File: config.mk
export PLATFORM = sky130hd
export DESIGN_NAME = free_list
export DESIGN_NICKNAME = d
export VERILOG_FILES = /design/src/rtl/free_list_pkg.sv /design/src/rtl/free_list_lane_prefix.sv /design/src/rtl/free_list.sv
export SDC_FILE = /design/constraint.sdc
export NUM_CORES = 1
export LEC_CHECK = 0
export ABC_AREA = 1
export CAP_MARGIN = 20
export CORE_ASPECT_RATIO = 1.1
export CORE_MARGIN = 2
export CORE_UTILIZATION = 44
export CTS_BUF_LIST = sky130_fd_sc_hd__clkbuf_8
export DETAILED_ROUTE_END_ITERATION = 8
export SYNTH_ARGS = -nofsm -noshare
export SYNTH_HDL_FRONTEND = slang
export SYNTH_SLANG_ARGS = --single-unit
File: constraint.sdc
create_clock -name clk -period 3.8 [get_ports clk]
set_input_delay 0.76 -clock clk [delete_from_list [all_inputs] [get_ports clk]]
set_output_delay 0.76 -clock clk [all_outputs]
set_load 0.01 [all_outputs]
File: src/rtl/free_list_pkg.sv
// free_list_pkg: shared core sizing for the rename free list.
//   NUM_PREGS / NUM_AREGS   physical / architectural register counts
//   RENAME_WIDTH            alloc lanes per cycle
//   COMMIT_WIDTH            free / commit lanes per cycle
//   FL_DEPTH                free list capacity (pregs not architecturally mapped)
//   ptr_add                 modulo-FL_DEPTH pointer increment
package free_list_pkg;

  localparam int NUM_PREGS    = 64;
  localparam int NUM_AREGS    = 32;
  localparam int RENAME_WIDTH = 2;
  localparam int COMMIT_WIDTH = 2;

  localparam int FL_DEPTH = NUM_PREGS - NUM_AREGS;
  localparam int PW       = $clog2(NUM_PREGS);
  localparam int CW       = $clog2(FL_DEPTH + 1);
  localparam int PTRW     = $clog2(FL_DEPTH);
  localparam int RCW      = $clog2(RENAME_WIDTH + 1);
  localparam int MCW      = $clog2(COMMIT_WIDTH + 1);

  typedef logic [PW-1:0]   preg_t;
  typedef logic [PTRW-1:0] ptr_t;
  typedef logic [CW-1:0]   cnt_t;

  // Pointer advance modulo FL_DEPTH. inc never exceeds FL_DEPTH, so a single
  // conditional subtract is enough even when FL_DEPTH is not a power of two.
  function automatic ptr_t ptr_add(input ptr_t p, input logic [PTRW:0] inc);
    logic [PTRW+1:0] s;
    s = {2'b00, p} + {1'b0, inc};
    if (s >= (PTRW+2)'(FL_DEPTH))
      s = s - (PTRW+2)'(FL_DEPTH);
    return s[PTRW-1:0];
  endfunction

endpackage

File: src/rtl/free_list_lane_prefix.sv
// fl_lane_prefix: per-lane exclusive prefix popcount of a valid vector.
//   vld     lane valid bits
//   prefix  packed per-lane counts: lane k gets the number of set bits below k
//   total   popcount of vld
// Used to compact active lanes onto consecutive FIFO slots.
module fl_lane_prefix #(
  parameter int W    = 2,
  parameter int CNTW = $clog2(W + 1)
) (
  input  logic [W-1:0]      vld,
  output logic [W*CNTW-1:0] prefix,
  output logic [CNTW-1:0]   total
);

  logic [CNTW-1:0] acc;

  always_comb begin
    acc    = '0;
    prefix = '0;
    for (int k = 0; k < W; k++) begin
      prefix[k*CNTW +: CNTW] = acc;
      acc = acc + CNTW'(vld[k]);
    end
    total = acc;
  end

endmodule

File: src/rtl/free_list.sv
// free_list: physical-register free list for the rename stage.
// Circular FIFO holding exactly the pregs not mapped by architectural state.
// head: next preg to hand out; tail: where committed stale pregs return;
// chead: head as seen by committed state, so a flush rewinds head in one cycle.
// Ports:
//   clk, rst        clock, asynchronous active-low reset
//   alloc_req       lane k wants a new preg this cycle
//   alloc_ready     all requesting lanes can be granted (from registered count)
//   alloc_preg      per-lane granted preg, packed lane k at [k*PW +: PW]
//   free_valid      lane k returns a stale preg
//   free_preg       per-lane returned preg, packed like alloc_preg
//   commit_alloc    committing lane k had allocated a dest (advances chead)
//   flush           squash all speculative allocations
//   free_count      registered number of free entries
// Reset contents (NUM_AREGS+i) must match the RAT's identity reset mapping.
module free_list
  import free_list_pkg::*;
(
  input  logic                       clk,
  input  logic                       rst,
  input  logic [RENAME_WIDTH-1:0]    alloc_req,
  output logic                       alloc_ready,
  output logic [RENAME_WIDTH*PW-1:0] alloc_preg,
  input  logic [COMMIT_WIDTH-1:0]    free_valid,
  input  logic [COMMIT_WIDTH*PW-1:0] free_preg,
  input  logic [COMMIT_WIDTH-1:0]    commit_alloc,
  input  logic                       flush,
  output logic [CW-1:0]              free_count
);

  preg_t fifo [FL_DEPTH];
  ptr_t  head, tail, chead;
  cnt_t  count;

  logic [RENAME_WIDTH*RCW-1:0] apfx;
  logic [RCW-1:0]              nreq;
  logic [COMMIT_WIDTH*MCW-1:0] fpfx;
  logic [MCW-1:0]              nfree;
  logic [COMMIT_WIDTH*MCW-1:0] cpfx_unused;
  logic [MCW-1:0]              ncommit;

  logic  grant;
  cnt_t  granted;
  ptr_t  chead_next;

  fl_lane_prefix #(.W(RENAME_WIDTH), .CNTW(RCW)) u_alloc_pfx (
    .vld    (alloc_req),
    .prefix (apfx),
    .total  (nreq)
  );

  fl_lane_prefix #(.W(COMMIT_WIDTH), .CNTW(MCW)) u_free_pfx (
    .vld    (free_valid),
    .prefix (fpfx),
    .total  (nfree)
  );

  // Only the total matters for the commit head; lane prefixes are left open.
  fl_lane_prefix #(.W(COMMIT_WIDTH), .CNTW(MCW)) u_cmt_pfx (
    .vld    (commit_alloc),
    .prefix (cpfx_unused),
    .total  (ncommit)
  );

  // Readiness uses the registered count only: a preg freed this cycle is
  // not visible to allocation until the next one.
  assign alloc_ready = (count >= CW'(nreq));
  assign grant       = (nreq != '0) && alloc_ready && !flush;
  assign granted     = grant ? CW'(nreq) : '0;
  assign chead_next  = ptr_add(chead, (PTRW+1)'(ncommit));
  assign free_count  = count;

  // Requesting lanes are compacted onto consecutive slots from head.
  // Unrequested lanes still present a value; the consumer ignores it.
  always_comb begin
    alloc_preg = '0;
    for (int k = 0; k < RENAME_WIDTH; k++)
      alloc_preg[k*PW +: PW] = fifo[ptr_add(head, (PTRW+1)'(apfx[k*RCW +: RCW]))];
  end

  always_ff @(posedge clk or negedge rst) begin
    if (!rst) begin
      for (int i = 0; i < FL_DEPTH; i++)
        fifo[i] <= PW'(NUM_AREGS + i);
      head  <= '0;
      tail  <= '0;
      chead <= '0;
      count <= CW'(FL_DEPTH);
    end else begin
      // Frees are accepted unconditionally, flush included.
      for (int k = 0; k < COMMIT_WIDTH; k++)
        if (free_valid[k])
          fifo[ptr_add(tail, (PTRW+1)'(fpfx[k*MCW +: MCW]))] <= free_preg[k*PW +: PW];
      tail  <= ptr_add(tail, (PTRW+1)'(nfree));
      chead <= chead_next;
      if (flush) begin
        // Entries between chead and the old head are untouched, so squashed
        // pregs come back out in their original order. All non-architectural
        // pregs are free again once speculation is gone.
        head  <= chead_next;
        count <= CW'(FL_DEPTH);
      end else begin
        if (grant)
          head <= ptr_add(head, (PTRW+1)'(nreq));
        count <= count - granted + CW'(nfree);
      end
    end
  end

  // Protocol checks: returning more pregs than were ever allocated would
  // overflow the list and let tail run past chead.
  logic [CW:0] cnt_after;
  assign cnt_after = {1'b0, count} + (CW+1)'(nfree) - {1'b0, granted};

  a_count_bound: assert property (@(posedge clk) disable iff (!rst)
    cnt_after <= (CW+1)'(FL_DEPTH));

  a_count_range: assert property (@(posedge clk) disable iff (!rst)
    count <= CW'(FL_DEPTH));

endmodule

==> results by stage <==
Pwr:
- Of the total power, the share spent switching nets is 0.497.
- Cell internal power was estimated by the tool at 8.53 mW.
- Summing internal, switching and leakage power gives ~17 mW.
- The share of total power dissipated in sequential elements is 0.258.
- Power spread over the standard cell area amounts to a little under 1000 mW/mm2.
- For this design the total switching power over the nets is 8.43 mW.
- Of the total power, the clock network draws 0.139.
- The share of total power dissipated in combinational logic is 0.603.
- In this run the static leakage power is 8.43 nW.
- IR analysis of the VDD net gives a maximum drop of 0.469 mV.

Place:
- Timing analysis after detailed placement gives a worst setup slack of -346 ps.
- The placed cell count is 2795.
- The cell area after placement is 0.0164 mm2.
- Input and output buffers added on the ports amount to 39.
- The wire-length estimate of the detail-placed layout is around 38000 um.
- The global placer's final weighted congestion is 0.941.

Timing:
- The worst-margin pin slew is 963 ps.
- The final max-slew violation count was 0.
- The worst-case clock skew is ~45 ps.
- Setup repair after global routing left no endpoint under its margin.
- The worst slew slack as a fraction of its limit is 0.353.
- Setup violations remaining at the end of the flow were counted as 0.
- The smallest hold slack is between 200 and 250 ps.
- The number of failing hold endpoints at the final stage was 0.
- Based on the critical path, the design can be clocked at up to around 0.27 GHz.
- The setup slack after layout is 87.6 ps.
- The routed design could run at a clock period as short as around 3700 ps.
- Of the available clock period, the critical path in the final layout requires 0.977.

Yosys:
- The count of yosys warnings during synthesis is 0.
- After synthesis, the cell types taking the most area are nand2_1 22%, dfstp_2 19%, dfrtp_1 16%.
- The average cell area after synthesis is 6.36 um2.
- The number of synthesized register bits is ~210.
- The most used flip-flop cell after synthesis is dfstp_2.
- The area share of the largest cell type after synthesis is 0.223.
- The number of enable-type register cells in the synthesized netlist is 0.
- The synthesized design spends more area on one cell type than any other, namely nand2_1.
- For this run, the register share of the synthesized area comes to 0.359.
- The number of distinct library cells after synthesis is 30.
- The most common cell in the synthesized netlist is nand2_1.
- Ranked by instance count, the synthesized netlist is headed by 907 x nand2_1, 326 x nand3_1, 232 x inv_1.
- The number of nets handed over by synthesis was approximately 2400.
- The proportion of synthesized flip-flops having asynchronous set or reset is 1.00.
- The cell count after synthesis is 2396.
- The post-synthesis cell area is 0.0152 mm2.

Die:
- The placeable core region is 0.0342 mm2.
- The initial core utilization is 0.445.
- The die width is 181 um.
- The overall die height is 199 um.
- The die covers ~0.036 mm2.
- The site row count is around 70.
- The top-level port count is 40.

Final layout:
- The number of fill cells is 3531.
- In the final layout, the share of cells above drive strength 1 is 0.126.
- The final non-filler cell total is 2873.
- The net total in the final layout is around 2500.
- Relative to the synthesized area, the layout overhead comes to 13.8%.
- The post-route cell area is 0.0173 mm2.
- The number of antenna cells inserted is 0.

Clock network:
- The worst-case clock buffer depth is 3.
- The clock reaches the later pin of the worst-skew pair after 620 ps.
- Clock-pin slew was measured on the worst setup and hold paths at 60 ps.
- The clock sink total is 213.
- Buffers inserted to repair hold after CTS numbered 0.
- TritonCTS built the clock tree.
- The number of levels the H-tree was split into is 2.
- The number of buffers added by the clock tree synthesis step is 41.
- In this run the clock root is driven by a clkbuf_8.

Worst setup path:
- The cell that appears most often on the critical path is nand2_1.
- For the worst setup path, the data arrival time is about 3000 ps.
- Data on the critical path is required at its endpoint by slightly above 3000 ps.
- The reg2reg setup slack is 880 ps.
- The critical path startpoint category is a flop.
- In this design, the stage delay of the slowest critical-path cell is 530 ps.
- Of all nets on the critical path, the largest fanout is 26.
- The signal on the critical path passes through buf_8 > clkinvlp_4 > buf_12 > nand3_1 > nand3_1 > nand2_1 > nor2_1 > nand2_1 > nand2_1 > inv_1 > clkdlybuf4s50_1.
- STA classifies the critical path endpoint as a primary output.
- On the critical path, the stage with the largest delay is an instance of clkdlybuf4s50_1.
- By startpoint and endpoint, the worst setup path is classified as flop to primary output.

Global routing:
- The initial antenna violation count was 0.
- Entering global routing, the biggest net connects 99 pins.
- The overall overflow remaining after global route is 0.
- The total routing resource utilization after global routing is 0.324.
- The first global-routing pass estimated 88800 um of wire.
- The via count of the first global-routing pass was 14800.

Routing:
- The DRC marker count from the first detailed-route iteration is 1978.
- The number of nets with antenna violations after routing is 0.
- The post-detailed-routing wire length is between 50000 and 60000 um.
- The residual DRC count is 0.
- The via count normalized by instance count is 5.56.
- The total vias in the final route is 16000.
- The wire length per cell is 20.5 um.
- For this run, the detailed router's first-pass iteration total came to 6.

Status:
- The flow ran to the end, and the final reports show no timing, DRC or antenna violations.

Min path:
- In this run the worst hold path is classified as input pin to asynchronous set/reset pin.

Flow run:
- Across the run, the number of max-cap violations was 0.
## path summary, 6_finish.rpt
kind / start / to / cells after the start
max in group asynchronous: rst / fifo[179] / 2
min in group clk: chead[4] / chead[4] / 1
hold / removal: rst / fifo[43] / 1
setup / recovery: head[1] / alloc_preg[3] / 11
setup reg to reg: free_count[5] / free_count[4] / 14
hold reg to reg: chead[4] / chead[4] / 1
## final cells by class
cell class | instances | area (um2) | area share
clock buffers | 50 | 688 | 0.0397
clock inverters | 26 | 129 | 0.00744
inverters | 237 | 893 | 0.0515
multi-input cells | 1764 | 8160 | 0.471
flip-flops and latches | 213 | 5480 | 0.316
well taps | 438 | 548 | 0.0316
repair buffers | 145 | 1440 | 0.0828
## repair_timing
action | in CTS | in global routing
gates cloned | 0 | 2
setup buffers | 0 | 0
resized for setup | 11 | 7
setup endpoints to repair | 7 | 7
## flip-flops by register name, summed over array words and instances (netlist names)
register    cells
chead           5
tail            5
head            5
free_count      6
fifo          192
## power groups by stage
stage	Sequential, mW	Combinational, mW	Clock, mW
after floorplan	4.10	6.54	0
after global placement	4.35	9.86	0
after detailed placement	4.39	9.93	0
after CTS	4.37	9.93	2.39
after global routing	4.51	11.3	2.47
final	4.38	10.2	2.35
## through the flow
| stage | setup TNS [ps] | util |
|---|---|---|
| floorplan | 0 | - |
| global placement | -2320 | 0.480 |
| detailed placement | -2640 | 0.480 |
| CTS | 0 | 0.505 |
| global route | 0 | 0.507 |
| finish | 0 | 0.507 |
## cells in the final DEF (no fill, tap or decap), types with 2 or more instances in the layout
| cell type | n |
|---|---|
| o21ai_1 | 173 |
| inv_1 | 253 |
| xor2_1 | 10 |
| nor2_4 | 3 |
| dfstp_2 | 113 |
| xnor2_1 | 3 |
| fa_1 | 5 |
| buf_8 | 2 |
| o211ai_1 | 12 |
| buf_12 | 14 |
| dlygate4sd2_1 | 6 |
| nand3_2 | 7 |
| a21oi_1 | 19 |
| o21ai_0 | 220 |
| nor3_2 | 6 |
| nor2_1 | 34 |
| clkinvlp_4 | 2 |
| dfrtp_1 | 98 |
| nor3_1 | 6 |
| buf_4 | 85 |
| xor2_2 | 3 |
| clkbuf_16 | 2 |
| nand2_1 | 906 |
| ha_1 | 23 |
| buf_6 | 2 |
| clkbuf_8 | 51 |
| nand2_2 | 3 |
| nand3_1 | 325 |
| clkinv_1 | 2 |
| inv_2 | 4 |
| clkdlybuf4s50_1 | 31 |
## kinds of logic (layout without fill, tap and decap cells)
kind of cell	after synthesis	count (layout)	synth area share
flops	213	213	0.359
compound gates	425	425	0.142
buf+inv	419	458	0.107
fa+ha+maj	29	29	0.0263
simple gates	1293	1293	0.355
xor+xnor	17	17	0.0108
## worst max-delay path: cells and delay by family (launching register included)
family / cells / cell delay, ps
and+or+nand+nor: 6 / 710
buffers and inverters: 5 / 1250
DFF: 1 / 380
## layer usage
metal,track usage,part of all wire,vias to the layer above,routed length [um]
met3,0.0601,0.088,151,5160
met4,0.154,0.046,0,2700
met2,0.503,0.44,766,25800
met5,0,0,-,0
li1,-,-,7661,-
met1,0.438,0.43,7394,25200
No activity file was read; power rests on OpenSTA's default activity.
==> edit 1 (same settings) <==
Register the output `free_count` once more, cleared by the reset; this adds one clock of latency there. The other outputs are not delayed to match. Comments in the files are not updated.
--- a/src/rtl/free_list.sv
+++ b/src/rtl/free_list.sv
@@ -68,7 +68,13 @@
   assign grant       = (nreq != '0) && alloc_ready && !flush;
   assign granted     = grant ? CW'(nreq) : '0;
   assign chead_next  = ptr_add(chead, (PTRW+1)'(ncommit));
-  assign free_count  = count;
+  always_ff @(posedge clk or negedge rst) begin
+    if (!rst) begin
+      free_count <= '0;
+    end else begin
+      free_count <= count;
+    end
+  end
 
   // Requesting lanes are compacted onto consecutive slots from head.
   // Unrequested lanes still present a value; the consumer ignores it.
Behaviour: not the same (Yosys sat finds a counterexample within 4 cycles, from zero or initial values and one cycle with rst low).
==> edit 1 against the original RTL <==
Total power grew 2.8%; register-to-register slack gained 0.05 ns; sequential share of layout area is essentially flat; first-iteration DRC count shrank 15%; wire length grew 3.8%; area after synthesis grew 3.4%; setup slack gained 0.071 ns; sequential cell count grew 6; final area grew 2.7%; critical endpoint is now alloc_preg[4]; clock power grew 3%; critical path type unchanged.
==> edit 1: results <==
{
  "status": "finished, final reports clean",
  "cts_buffer_depth": 3,
  "top_regs": "fifo: 192 flops, count: 6 flops, free_count: 6 flops",
  "cts_hold_buf": 0,
  "drtPass1Iterations": 6,
  "fin_skew_ns": 0.0392,
  "cts_buffers": 43,
  "critPathMaxFanout": 15,
  "layout-drive-gt1-share": 0.118,
  "rrSetupSlack_ns": 0.93,
  "grt_pass1_wl_mm": 93.6,
  "worstSkewPairLatency_ns": 0.63,
  "reg2reg_from": "count[0]",
  "p_leak_nw": 8.93,
  "grt_pass1_vias": 15838,
  "final_nets": 2550,
  "globalplace.congestion": 1.03,
  "top_register": "fifo",
  "via_count": 16629,
  "seq_area_frac_synth": 0.357,
  "grt_max_degree": 82,
  "hold_ws_ns": 0.121,
  "hpwlAfterDp_mm": 41.7,
  "ant_nets": 0,
  "clockRootBuffer": "clkbuf_8",
  "async_flop_share": 1.00,
  "r2r-end": "count[4]",
  "drt-total-wl_mm": 61.1,
  "synthFlopType": "dfstp_2",
  "synth.distinct_cells": 27,
  "cts.htree.levels": 2,
  "crit_slowest_cell": "clkdlybuf4s50_1",
  "synth_edf_count": 0,
  "cp.arrival_ns": 2.88,
  "max_stage_delay_ns": 0.53,
  "antenna_found_initial": 1,
  "syn-num-nets": 2558,
  "maxSlewHeadroom": 0.337,
  "slew_viol_final": 0,
  "synthTopCellsByArea": "nand2_1 (24%), dfstp_2 (19%), dfrtp_1 (17%), nand3_1 (13%), o21ai_0 (8.1%)",
  "port_buffers": 39,
  "clk_pin_slew_worst_paths_ns": 0.05,
  "ir_drop_uv": 449,
  "worstHoldPathType": "input port to asynchronous set/reset pin",
  "synth_top_cells_by_count": "nand2_1 (997), nand3_1 (412), o21ai_0 (256)",
  "grt_util_all_layers": 0.332,
  "first_iter_violations": 1690,
  "reg2regPathDepth": 16,
  "yosysWarnings": 0
}
==> edit 1: routing by layer <==
layer | share of wire | up-vias | track usage
met5 | 0 | - | 0
met4 | 0.067 | 0 | 0.209
met3 | 0.068 | 211 | 0.0515
met2 | 0.46 | 726 | 0.523
met1 | 0.40 | 7740 | 0.425
li1 | - | 7952 | -
==> edit 1: worst max path at each step <==
| stage | startpoint | to | slack (ns) | depth (start not counted) |
|---|---|---|---|---|
| global route | head[0] | alloc_preg[4] | 0.04 | 9 |
| floorplan | alloc_req[0] | count[4] | 0.28 | 17 |
| finish | head[2] | alloc_preg[4] | 0.16 | 9 |
| global placement | alloc_req[0] | count[4] | -0.33 | 18 |
| CTS | head[0] | alloc_preg[9] | 0.01 | 12 |
| detailed placement | alloc_req[0] | count[4] | -0.36 | 18 |
==> edit 1: final cells by class <==
cell class	instances	area [um^2]
diodes	1	2.50
clock inverters	29	166
inverters	248	935
clock buffers	50	688
multi-input cells	1858	8440
fillers	3672	17400
repair buffers	131	1340
flip-flops and latches	219	5630
well taps	481	602
==> edit 1: critical path: cells and delay by family (launching register included) <==
kind | cells | cell delay (ns)
buf+inv | 5 | 1.17
flops | 1 | 0.52
simple gates | 4 | 0.59
==> edit 1: where the power goes <==
part | internal [mW] | switching [mW]
Sequential | 3.73 | 0.764
Clock | 1.28 | 1.15
Combinational | 3.71 | 6.81
==> edit 1: repair_timing <==
action / in CTS / in global routing
buffers inserted: 0 / 0
resized for setup: 4 / 13
cloned: 1 / 1
setup endpoints to repair: 6 / 12
==> edit 1: cell families (layout without fill, tap and decap cells) <==
kind of cell	count (synthesis)	count (layout)	share of synthesized area
other cells	0	1	0
buf+inv	432	458	0.111
simple gates	1484	1484	0.391
xor+xnor	16	16	0.00890
flops	219	219	0.357
fa+ha+maj	28	28	0.0246
compound gates	330	330	0.107
==> edit 1: stage by stage <==
step	setup WS, ns	util	instances	instance area, um^2
after global placement	-0.328	0.478	2935	16800
after detailed placement	-0.360	0.478	2935	16800
after global routing	0.0442	0.505	3017	17800
after CTS	0.0119	0.504	3015	17700
after floorplan	0.280	-	2509	15800
final	0.159	0.505	3017	17800
==> edit 2 (same flow settings) <==
Made on the original files. `COMMIT_WIDTH`: 2 -> 1.
--- a/src/rtl/free_list_pkg.sv
+++ b/src/rtl/free_list_pkg.sv
@@ -9,7 +9,7 @@
   localparam int NUM_PREGS    = 64;
   localparam int NUM_AREGS    = 32;
   localparam int RENAME_WIDTH = 2;
-  localparam int COMMIT_WIDTH = 2;
+  localparam int COMMIT_WIDTH = 1;
 
   localparam int FL_DEPTH = NUM_PREGS - NUM_AREGS;
   localparam int PW       = $clog2(NUM_PREGS);
Interface: changed (resized commit_alloc, free_preg and free_valid); port bits go from 40 to 32. No check against the original RTL was run, so the function may have changed too.
==> edit 2 against the original RTL <==
Register-to-register slack improved by 0.23 ns; clock power rose by 4%; setup slack improved by 0.080 ns; sequential share of layout area rose by 4.8 points; non-clock buffer count fell by 33; wire length fell by 24%; sequential cell count did not move; total power fell by 9.1%; critical path depth fell by 1; final area fell by 13%; count of clock-buffer cells in the layout rose by 1; area after synthesis fell by 14%.
==> edit 2: results <==
{
  "p_comb_mw": 8.55,
  "worstSkewPairLatency_ns": 0.56,
  "critPathLaunch": "head[0]",
  "p_leak_nw": 7.31,
  "layout-drive-gt1-share": 0.165,
  "grt_pass1_wl_mm": 70.2,
  "drt-total-wl_mm": 44.5,
  "maxSlewHeadroom": 0.498,
  "cp_top_family": "simple AND/OR/NAND/NOR gates",
  "p_clk_mw": 2.44,
  "synthTopCellsByArea": "dfstp_2 (23%), nand2_1 (20%), dfrtp_1 (19%), nand3_1 (11%), inv_1 (6.3%)",
  "dpl_cell_area_um2": 14100,
  "grt_util_all_layers": 0.292,
  "dp.cells": 2238,
  "fmax_ghz": 0.275,
  "syn_area_per_cell_um2": 6.96,
  "first_iter_violations": 1191,
  "cts_buffers": 40,
  "hold_ws_ns": 0.194,
  "hpwlAfterDp_mm": 30.0,
  "via_count": 12416,
  "fin_skew_ns": 0.0208,
  "status": "finished, final reports clean",
  "ir_drop_uv": 436,
  "seq_area_frac_synth": 0.418,
  "cp.arrival_ns": 2.87,
  "globalplace.congestion": 0.939,
  "drtPass1Iterations": 7,
  "rrSetupSlack_ns": 1.11,
  "critPathMaxFanout": 110,
  "grt_max_degree": 111,
  "wl_per_cell_um": 19.3,
  "synth_top_cells_by_count": "nand2_1 (688), nand3_1 (301), inv_1 (219)"
}
[edit 2: cell families after synthesis]
family | share of synthesized area
adder cells (fa/ha/maj) | 0.0241
flip-flops | 0.418
AND/OR/NAND/NOR | 0.339
XOR/XNOR | 0.00869
buffers and inverters | 0.110
AO/OA/AOI/OAI | 0.100
[edit 2: metal layers]
layer  GRT usage  share of wire
met5           0              0
met4       0.128          0.044
met3      0.0419          0.062
met2       0.497           0.48
met1       0.373           0.42
[edit 2: layout make-up]
class                   instances  area (um^2)
clock inverters                20          166
clock buffers                  51          702
fillers                      3010        14400
repair buffers                112         1160
well taps                     374          468
multi-input cells            1318         6240
inverters                     224          847
flip-flops and latches        213         5480
[edit 2: timing repair]
action                                  4_1_cts  5_1_grt
cloned                                        2        1
endpoints found under the setup margin        7       11
setup buffers                                 0        0
pin swaps                                     0        0
gates resized for setup                       5        8
